==> src/rtl/cpu_prefetch_unit_if.sv <==
// ---------------------------------------------------------------------------
// cpu_prefetch_unit_if : memory-bus and core-fetch signals of the prefetcher
// Rev 1.0
// ---------------------------------------------------------------------------
`default_nettype none

interface cpu_prefetch_unit_if #(
  parameter int ADDR_WIDTH = 16,
  parameter int DATA_WIDTH = 8,
  parameter int DEPTH      = 4
);
  localparam int LVL_W = $clog2(DEPTH + 1);

  logic [ADDR_WIDTH-1:0] bus_addr;
  logic                  bus_rd;
  logic [DATA_WIDTH-1:0] bus_rdata;
  logic                  bus_ready;
  logic                  bus_grant;
  logic                  halt;
  logic                  flush;
  logic [ADDR_WIDTH-1:0] flush_pc;
  logic                  fetch_pop;
  logic                  fetch_valid;
  logic [DATA_WIDTH-1:0] fetch_data;
  logic [ADDR_WIDTH-1:0] fetch_pc;
  logic [LVL_W-1:0]      level;

  // master: the prefetch unit itself
  modport master (
    output bus_addr, bus_rd, fetch_valid, fetch_data, fetch_pc, level,
    input  bus_rdata, bus_ready, bus_grant, halt, flush, flush_pc, fetch_pop
  );

  // slave: memory and core decoder around the prefetcher
  modport slave (
    input  bus_addr, bus_rd, fetch_valid, fetch_data, fetch_pc, level,
    output bus_rdata, bus_ready, bus_grant, halt, flush, flush_pc, fetch_pop
  );
endinterface

`default_nettype wire

==> src/rtl/cpu_prefetch_unit.sv <==
// ---------------------------------------------------------------------------
// cpu_prefetch_unit : DEPTH-entry speculative instruction-byte prefetch queue
// Rev 1.0
// ---------------------------------------------------------------------------
`default_nettype none

module cpu_prefetch_unit #(
  parameter int                    ADDR_WIDTH = 16,
  parameter int                    DATA_WIDTH = 8,
  parameter int                    DEPTH      = 4,
  parameter logic [ADDR_WIDTH-1:0] RESET_PC   = 16'h2000
) (
  input  logic                clk,
  input  logic                reset,
  cpu_prefetch_unit_if.master pf
);
  localparam int               PTR_W     = $clog2(DEPTH);
  localparam int               LVL_W     = $clog2(DEPTH + 1);
  localparam logic [LVL_W-1:0] DEPTH_LVL = LVL_W'(DEPTH);

  typedef enum logic [0:0] {
    S_IDLE = 1'b0,
    S_REQ  = 1'b1
  } state_t;

  state_t                r_state;
  state_t                w_state_nxt;
  logic                  r_bus_rd;
  logic                  w_bus_rd_nxt;
  logic [ADDR_WIDTH-1:0] r_bus_addr;
  logic [ADDR_WIDTH-1:0] w_bus_addr_nxt;
  logic [ADDR_WIDTH-1:0] r_fetch_addr;
  logic [ADDR_WIDTH-1:0] w_fetch_addr_nxt;
  logic [ADDR_WIDTH-1:0] w_fetch_addr_inc;
  logic [ADDR_WIDTH-1:0] r_fetch_pc;
  logic [PTR_W-1:0]      r_wptr;
  logic [PTR_W-1:0]      r_rptr;
  logic [LVL_W-1:0]      r_level;
  logic [LVL_W-1:0]      w_level_nxt;
  logic [DATA_WIDTH-1:0] r_mem [DEPTH];

  logic w_abort;
  logic w_push;
  logic w_pop;
  logic w_issue;

  // An abort wins over a completing read, so data returned on that edge is dropped.
  assign w_abort          = (r_state == S_REQ) && (!pf.bus_grant || pf.halt);
  assign w_push           = (r_state == S_REQ) && pf.bus_ready && !w_abort && !pf.flush;
  assign w_pop            = pf.fetch_pop && (r_level != '0) && !pf.flush;
  assign w_level_nxt      = r_level + LVL_W'(w_push) - LVL_W'(w_pop);
  assign w_issue          = pf.bus_grant && !pf.halt && !pf.flush && (w_level_nxt < DEPTH_LVL);
  assign w_fetch_addr_inc = r_fetch_addr + ADDR_WIDTH'(1);

  always_ff @(posedge clk or posedge reset) begin
    if (reset) begin
      r_state      <= S_IDLE;
      r_bus_rd     <= 1'b0;
      r_bus_addr   <= RESET_PC;
      r_fetch_addr <= RESET_PC;
    end else begin
      r_state      <= w_state_nxt;
      r_bus_rd     <= w_bus_rd_nxt;
      r_bus_addr   <= w_bus_addr_nxt;
      r_fetch_addr <= w_fetch_addr_nxt;
    end
  end

  always_comb begin
    w_state_nxt      = r_state;
    w_bus_rd_nxt     = r_bus_rd;
    w_bus_addr_nxt   = r_bus_addr;
    w_fetch_addr_nxt = r_fetch_addr;
    if (pf.flush) begin
      w_state_nxt      = S_IDLE;
      w_bus_rd_nxt     = 1'b0;
      w_fetch_addr_nxt = pf.flush_pc;
    end else begin
      case (r_state)
        S_IDLE: begin
          if (w_issue) begin
            w_state_nxt    = S_REQ;
            w_bus_rd_nxt   = 1'b1;
            w_bus_addr_nxt = r_fetch_addr;
          end
        end
        S_REQ: begin
          if (w_abort) begin
            w_state_nxt  = S_IDLE;
            w_bus_rd_nxt = 1'b0;
          end else if (pf.bus_ready) begin
            w_fetch_addr_nxt = w_fetch_addr_inc;
            if (w_issue) begin
              w_bus_addr_nxt = w_fetch_addr_inc;
            end else begin
              w_state_nxt  = S_IDLE;
              w_bus_rd_nxt = 1'b0;
            end
          end
        end
        default: begin
          w_state_nxt  = S_IDLE;
          w_bus_rd_nxt = 1'b0;
        end
      endcase
    end
  end

  always_ff @(posedge clk or posedge reset) begin
    if (reset) begin
      r_wptr     <= '0;
      r_rptr     <= '0;
      r_level    <= '0;
      r_fetch_pc <= RESET_PC;
    end else if (pf.flush) begin
      r_wptr     <= '0;
      r_rptr     <= '0;
      r_level    <= '0;
      r_fetch_pc <= pf.flush_pc;
    end else begin
      if (w_push) begin
        r_wptr <= r_wptr + PTR_W'(1);
      end
      if (w_pop) begin
        r_rptr     <= r_rptr + PTR_W'(1);
        r_fetch_pc <= r_fetch_pc + ADDR_WIDTH'(1);
      end
      r_level <= w_level_nxt;
    end
  end

  // Storage needs no reset: entries are only visible once level covers them.
  always_ff @(posedge clk) begin
    if (w_push) begin
      r_mem[r_wptr] <= pf.bus_rdata;
    end
  end

  assign pf.bus_rd      = r_bus_rd;
  assign pf.bus_addr    = r_bus_addr;
  assign pf.fetch_valid = (r_level != '0);
  assign pf.fetch_data  = r_mem[r_rptr];
  assign pf.fetch_pc    = r_fetch_pc;
  assign pf.level       = r_level;

endmodule

`default_nettype wire

==> src/flat_wrapper.sv <==
// flat-port wrapper written by rule: the top's interface ports become plain ports
module cpu_prefetch_unit_flat 
#(
  parameter int                    ADDR_WIDTH = 16,
  parameter int                    DATA_WIDTH = 8,
  parameter int                    DEPTH      = 4,
  parameter logic [ADDR_WIDTH-1:0] RESET_PC   = 16'h2000
)
  (clk, reset, pf_bus_addr, pf_bus_rd, pf_fetch_valid, pf_fetch_data, pf_fetch_pc, pf_level, pf_bus_rdata, pf_bus_ready, pf_bus_grant, pf_halt, pf_flush, pf_flush_pc, pf_fetch_pop);
  cpu_prefetch_unit_if #(.ADDR_WIDTH(ADDR_WIDTH), .DATA_WIDTH(DATA_WIDTH), .DEPTH(DEPTH)) pf_i ();
  input  logic clk;
  input  logic reset;
  output wire logic [$bits(pf_i.bus_addr)-1:0] pf_bus_addr;
  output wire logic [$bits(pf_i.bus_rd)-1:0] pf_bus_rd;
  output wire logic [$bits(pf_i.fetch_valid)-1:0] pf_fetch_valid;
  output wire logic [$bits(pf_i.fetch_data)-1:0] pf_fetch_data;
  output wire logic [$bits(pf_i.fetch_pc)-1:0] pf_fetch_pc;
  output wire logic [$bits(pf_i.level)-1:0] pf_level;
  input wire logic [$bits(pf_i.bus_rdata)-1:0] pf_bus_rdata;
  input wire logic [$bits(pf_i.bus_ready)-1:0] pf_bus_ready;
  input wire logic [$bits(pf_i.bus_grant)-1:0] pf_bus_grant;
  input wire logic [$bits(pf_i.halt)-1:0] pf_halt;
  input wire logic [$bits(pf_i.flush)-1:0] pf_flush;
  input wire logic [$bits(pf_i.flush_pc)-1:0] pf_flush_pc;
  input wire logic [$bits(pf_i.fetch_pop)-1:0] pf_fetch_pop;
  assign pf_bus_addr = pf_i.bus_addr;
  assign pf_bus_rd = pf_i.bus_rd;
  assign pf_fetch_valid = pf_i.fetch_valid;
  assign pf_fetch_data = pf_i.fetch_data;
  assign pf_fetch_pc = pf_i.fetch_pc;
  assign pf_level = pf_i.level;
  assign pf_i.bus_rdata = pf_bus_rdata;
  assign pf_i.bus_ready = pf_bus_ready;
  assign pf_i.bus_grant = pf_bus_grant;
  assign pf_i.halt = pf_halt;
  assign pf_i.flush = pf_flush;
  assign pf_i.flush_pc = pf_flush_pc;
  assign pf_i.fetch_pop = pf_fetch_pop;
  cpu_prefetch_unit #(.ADDR_WIDTH(ADDR_WIDTH), .DATA_WIDTH(DATA_WIDTH), .DEPTH(DEPTH), .RESET_PC(RESET_PC)) u_core (.clk(clk), .reset(reset), .pf(pf_i));
endmodule
==> config.mk <==
export PLATFORM = sky130hd
export DESIGN_NAME = cpu_prefetch_unit_flat
export DESIGN_NICKNAME = d
export VERILOG_FILES = /design/src/rtl/cpu_prefetch_unit_if.sv /design/src/rtl/cpu_prefetch_unit.sv /design/src/flat_wrapper.sv
export SDC_FILE = /design/constraint.sdc
export NUM_CORES = 1
export LEC_CHECK = 0
export BUFFER_PORTS_ARGS = -buffer_cell sky130_fd_sc_hd__buf_4
export CAP_MARGIN = 20
export CORE_ASPECT_RATIO = 1.2
export CORE_MARGIN = 3
export CORE_UTILIZATION = 61
export CTS_CLUSTER_SIZE = 40
export DETAILED_ROUTE_END_ITERATION = 12
export GPL_TIMING_DRIVEN = 0
export PLACE_DENSITY = 0.92
export SYNTH_ARGS = -nofsm -noshare
export SYNTH_HDL_FRONTEND = slang
export SYNTH_SLANG_ARGS = --single-unit
export TNS_END_PERCENT = 20
==> constraint.sdc <==
create_clock -name clk -period 5.75 [get_ports clk]
set_input_delay 0.2875 -clock clk [delete_from_list [all_inputs] [get_ports clk]]
set_output_delay 0.2875 -clock clk [all_outputs]
set_load 0.01 [all_outputs]
Word level (Yosys, flattened, before mapping)
Memory sizes are Yosys's and may differ from the RTL's.
Index checks and enable logic that the tools add are counted.
{ "totals": {"word_cells": 77, "ff_bits": 57, "in_bits": 31, "mem_count": 1, "mem_bits_rw": 32} }
{ "classes": {"mux": 29, "eq_ne": 8, "order_cmp": 1, "n_reduce_logical": 22, "n_bitwise": 2, "addsub": 6} }
{ "memory_table": {"columns": ["name", "depth", "width", "read_ports", "rd_ports_with_merged_regs", "write_ports", "line", "rtl"], "rows": [
  ["u_core.r_mem", 4, 8, 1, 0, 1, "cpu_prefetch_unit.sv:40", "logic [DATA_WIDTH-1:0] r_mem [DEPTH];"]
]} }
{ "op_table": {"columns": ["cell", "count"], "rows": [
  ["2-to-1 mux 16 bit", 10],
  ["adder 16 x 1 -> 16 bit, second input constant", 2],
  ["one-hot mux 16 bit (2 select lines)", 1],
  ["2-to-1 mux 1 bit", 11],
  ["logical AND 1 bit", 9],
  ["2-to-1 mux 2 bit", 4],
  ["!= test 2 bit, second input constant", 4],
  ["!= test 4 bit, second input constant", 2],
  ["nonzero test 2 bit", 4],
  ["AND reduction 3 bit", 2],
  ["AND reduction 5 bit", 1],
  ["adder 2 x 1 -> 2 bit, second input constant", 2],
  ["zero test 1 bit", 4],
  ["one-hot mux 1 bit (2 select lines)", 2],
  ["adder 3 x 1 -> 3 bit", 1],
  ["< comparator 3 bit, second input constant", 1],
  ["2-to-1 mux 3 bit", 1],
  ["!= test 3 x 2 -> 1 bit, second input constant", 1],
  ["nonzero test 3 bit", 1],
  ["subtractor 3 x 1 -> 3 bit", 1],
  ["!= test 2 x 1 -> 1 bit, second input constant", 1],
  ["inverter 1 bit", 2],
  ["logical OR 1 bit", 1]
]} }

Logic depth before layout (Yosys ltp)
{ "depth": {"word_depth": 15, "depth_mapped": 13, "depth_no_buf": 11} }

Worst setup path after synthesis
Ideal clock, no wire load.
{ "synth_path": {"path_kind": "register to register", "start": "reg u_core.r_level[1], in the netlist u_core.pf.level[1]", "end": "reg u_core.r_bus_addr[8], in the netlist u_core.pf.bus_addr[8]", "path_slack_ns": 3.139, "synth_period_minus_slack_ns": 2.611, "t_arrival_ns": 2.478, "path_stages_with_launch": 13, "path_cell_list": "dfrtp_1 -> o31ai_4 -> nor2_1 -> ha_1 -> inv_1 -> ha_1 -> inv_1 -> fa_1 -> xnor3_1 -> o2111ai_2 -> buf_2 -> nand2_1 -> o21ai_0"} }
{ "synth_between": {"elab_chain_cells": 8, "elab_cells_between_ends": 10, "cone_classes": "add/sub (2); order compare (1); eq/ne (2); reduce/logical (5)"} }
{ "synth_rtl": {"columns": ["element", "line", "rtl"], "rows": [
  ["from (decl)", "cpu_prefetch_unit.sv:38", "logic [LVL_W-1:0] r_level;"],
  ["from (signal assigned)", "cpu_prefetch_unit.sv:128", "r_level <= w_level_nxt;"],
  ["parallel branches: the longest is 3 deep, another holds adder 3 x 1 -> 3 bit", null, null],
  ["subtractor 3 x 1 -> 3 bit *", "cpu_prefetch_unit.sv:51", "assign w_level_nxt = r_level + LVL_W'(w_push) - LVL_W'(w_pop);"],
  ["< comparator 3 bit *", "cpu_prefetch_unit.sv:52", "assign w_issue = pf.bus_grant && !pf.halt && !pf.flush && (w_level_nxt < DEPTH_LVL);"],
  ["logical AND 1 bit *", "cpu_prefetch_unit.sv:52", null],
  ["!= test 2 bit (no line) or != test 2 x 1 -> 1 bit (tied branches)", null, null],
  ["AND reduction 5 bit (no line) *", null, null],
  ["to (signal assigned)", "cpu_prefetch_unit.sv:64", "r_bus_addr <= w_bus_addr_nxt;"],
  ["to (decl)", "cpu_prefetch_unit.sv:30", "logic [ADDR_WIDTH-1:0] r_bus_addr;"]
]} }
Mark *: on every way between the ends.
A chain may end at the register's enable or synchronous reset.

Worst setup path after layout
{ "layout_path": {"start": "reg u_core.r_level[1], in the netlist u_core.pf.level[1]", "end": "reg u_core.r_bus_addr[1], in the netlist u_core.pf.bus_addr[1]"} }
The elaborated chain is that of the path after synthesis.

==> impl_metrics.env <==
export IMPL_multi_input_area_um2=1900
export IMPL_p_per_area_nw_per_um2=342
export IMPL_hold_class="in2reg"
export IMPL_ys_warn_count=0
export IMPL_grt_use_total=0.277
export IMPL_gp_congestion=0.852
export IMPL_cpPeakStageDelay_ps=520
export IMPL_critPathRequiredTime_ps=6000
export IMPL_tns_ps=0
export IMPL_cp_start_kind="register"
export IMPL_dp_hpwl_um=7870
export IMPL_wire_per_inst_um=19.7
export IMPL_fmax_ghz=0.310
export IMPL_fillers=432
export IMPL_cell_internal_pwr_w=0.00127
export IMPL_area_sequential_um2=2390
export IMPL_drc_errors=0
export IMPL_reg2reg_slack_ps=2530
export IMPL_vias=3546
export IMPL_ys_flop_type="dfrtp_1"
export IMPL_cp_cell_sequence="o31ai_4 > nor2_1 > ha_1 > inv_1 > ha_1 > inv_1 > fa_1 > xnor3_1 > o2111ai_2 > buf_2 > o21ai_0"
export IMPL_crit_fanout=10
export IMPL_initial_core_util=0.646
export IMPL_cts_sinks=89
export IMPL_finalCriticalPeriod_ps=3220
export IMPL_crit_type="reg2reg"
export IMPL_die_w_um=84.7
export IMPL_hold_path_end="u_core.r_mem[0][2]$_DFFE_PP_"
export IMPL_cp_end_kind="register"
export IMPL_gr_total_overflow=0
export IMPL_path_buf_inv=3
export IMPL_clock_power_share=0.260
export IMPL_antenna_found_initial=0
export IMPL_h_tree_depth=3
export IMPL_routed_wl_um=11100
export IMPL_hold_depth=1
export IMPL_dieArea_um2=8500
export IMPL_synth_area_per_cell_um2=11.7
export IMPL_tightest_slew_ps=672
export IMPL_timing_final_ws_setup_ps=2530
export IMPL_cts_buffers=9
export IMPL_final_hold_viol_count=0
export IMPL_cap_violations=0
export IMPL_grt_pass1_vias=3538
export IMPL_cts_buffer_depth=2
export IMPL_seq_area_frac_synth=0.528
export IMPL_worstPathArrival_ps=3470
export IMPL_clkTransAtPathRegs_ps=100
export IMPL_syn_cell_area_um2=4530
export IMPL_clkLatencyLatePin_ps=370
export IMPL_ys_async_sr_fraction=0.640
export IMPL_grt_pass1_wl_um=18200
export IMPL_syn_inst=386
export IMPL_tritoncts="done"
export IMPL_drt_pass1_iterations=5
export IMPL_regToRegEndpoint="u_core.pf.bus_addr[1]$_DFFE_PP0P_"
export IMPL_avgViaCountPerCell=6.27
export IMPL_root_buffer="clkbuf_8"
export IMPL_initialDrtViolationCount=430
export IMPL_drtAntennaViolNets=0
export IMPL_finalSetupViolations=0
export IMPL_pwr_share_seq=0.449
export IMPL_fin_nets=514
export IMPL_critPathTopFamily="compound AO/OA/AOI/OAI gates"
export IMPL_power_switching_w=0.000595
export IMPL_final_max_slew_violation_count=0
export IMPL_post_route_util=0.778
export IMPL_grt_max_degree=34
export IMPL_diodes=0
export IMPL_fin_crit_sh=0.561
export IMPL_cts_setup_buffers=0
export IMPL_die_y_um=100
export IMPL_synth_cell_types=54
export IMPL_core_region_area_um2=7020
export IMPL_clock_skew_ps=13.4
export IMPL_synth_edf_count=32
export IMPL_synth_seq_cells=89
export IMPL_status="completed"
export IMPL_reg2reg_depth=11
export IMPL_drive_gt1_frac=0.303
export IMPL_combPwrFrac=0.291
export IMPL_ios=76
export IMPL_slew_headroom=0.552
export IMPL_rows=33
export IMPL_irDropWorstVdd_v=0.000276
export IMPL_area_delta_synth_final_pct=20.5
export IMPL_io_buffers=75
export IMPL_power_leakage_nw=2.25
export IMPL_worstReg2RegStart="u_core.pf.level[1]$_DFF_PP0_"
export IMPL_synth_fp_nets=426
export IMPL_min_delay_start="pf_bus_rdata[2]"
export IMPL_p_sw_frac=0.319
export IMPL_post_place_ws_ps=2670
export IMPL_cp_slowest_cell="dfrtp_1"
export IMPL_rsz0062_at_grt="no"
==> repair_timing <==
action	4_1_cts	5_1_grt
hold buffers	1	0
resized for setup	0	0
hold endpoints to repair	24	0
==> cell type report <==
class / count / share of cell area
Sequential cell: 89 / 0.438
Multi-Input combinational cell: 255 / 0.348
Timing Repair Buffer: 77 / 0.109
Buffer: 25 / 0.0323
Clock buffer: 9 / 0.0227
Tap cell: 87 / 0.0199
Clock inverter: 7 / 0.0186
Inverter: 17 / 0.0117
==> power by group through the flow <==
stage	logic, W	registers, W	clock network, W
after floorplan	0.000269	0.000866	0
after global placement	0.000512	0.000837	0
after detailed placement	0.000534	0.000849	0
after CTS	0.000545	0.000837	0.000489
after global routing	0.000587	0.000852	0.000518
final	0.000543	0.000838	0.000485
==> metrics by stage <==
stage,power (W),std cells,area [µm²],hold slack (ps)
after detailed placement,0.00138,549,5220,380
after global routing,0.00196,566,5460,97.5
after floorplan,0.00113,386,4530,386
after CTS,0.00187,566,5460,110
after global placement,0.00135,548,5200,452
final,0.00187,566,5460,110
==> metal layers <==
layer  share of wire  up-vias  GRT usage
met5               0        -          0
met4           0.025        0      0.105
met3           0.064       23     0.0525
met2            0.51      154      0.475
met1            0.40     1772      0.351
li1                -     1597          -
==> worst max-delay path by stage <==
| stage | startpoint | to | cells after the start |
|---|---|---|---|
| 2_1_floorplan | u_core.pf.level[1]$_DFF_PP0_ | u_core.pf.bus_addr[8]$_DFFE_PP0P_ | 12 |
| 3_3_place_gp | pf_flush | u_core.pf.bus_addr[15]$_DFFE_PP0P_ | 14 |
| 3_5_place_dp | pf_flush | u_core.pf.bus_addr[1]$_DFFE_PP0P_ | 13 |
| 4_1_cts | u_core.pf.level[1]$_DFF_PP0_ | u_core.pf.bus_addr[1]$_DFFE_PP0P_ | 11 |
| 5_1_grt | u_core.pf.level[1]$_DFF_PP0_ | u_core.pf.bus_addr[1]$_DFFE_PP0P_ | 11 |
| 6_report | u_core.pf.level[1]$_DFF_PP0_ | u_core.pf.bus_addr[1]$_DFFE_PP0P_ | 11 |
==> cells by family (layout without fill, tap and decap cells) <==
kind of cell             Yosys count  after routing  synth area share
XOR/XNOR                          36             36            0.0726
AO/OA/AOI/OAI                     47             47            0.0721
flip-flops                        89             89             0.528
adder cells (fa/ha/maj)            9              9            0.0265
AND/OR/NAND/NOR                  137            137             0.165
buffers and inverters             42            135            0.0530
multiplexers                      26             26            0.0831
==> flip-flops by register name (all words and copies together) (netlist names) <==
| signal | cells |
|---|---|
| u_core.pf.bus_addr | 16 |
| u_core.pf.bus_rd | 1 |
| u_core.pf.fetch_pc | 16 |
| u_core.pf.level | 3 |
| u_core.r_fetch_addr | 16 |
| u_core.r_mem | 32 |
| u_core.r_rptr | 2 |
| u_core.r_state | 1 |
| u_core.r_wptr | 2 |
==> cells in the mapped netlist, types with 3 or more instances <==
cell type | count | area (µm²)
and3_1 | 7 | 43.8
xor2_1 | 10 | 87.6
mux2i_1 | 5 | 50.1
mux4_2 | 8 | 180
o21ai_1 | 4 | 20.0
a221oi_1 | 3 | 26.3
mux2_2 | 13 | 146
nor3b_1 | 3 | 22.5
nor2b_1 | 3 | 18.8
dfstp_2 | 3 | 78.8
nand2_1 | 34 | 128
ha_1 | 8 | 100
dfrtp_1 | 54 | 1350
buf_2 | 9 | 45.0
a31oi_1 | 6 | 37.5
nor3_1 | 11 | 55.1
nand4_1 | 19 | 119
nor4_1 | 11 | 68.8
buf_4 | 3 | 22.5
clkbuf_1 | 3 | 11.3
nand3_1 | 11 | 55.1
buf_6 | 8 | 90.1
a21oi_1 | 6 | 30.0
nor2_1 | 21 | 78.8
edfxtp_1 | 32 | 961
xnor2_1 | 25 | 219
inv_1 | 17 | 63.8
o21ai_0 | 13 | 65.1
==> cell usage in the layout, fill, tap and decap left out, types with 13 or more instances in the layout <==
cell type / count
edfxtp_1: 32
inv_1: 16
nor2_1: 21
mux2_2: 13
dfrtp_1: 54
nand2_1: 34
buf_4: 78
xnor2_1: 25
nand4_1: 19
o21ai_0: 13
Power figures use the tool's default switching activity.
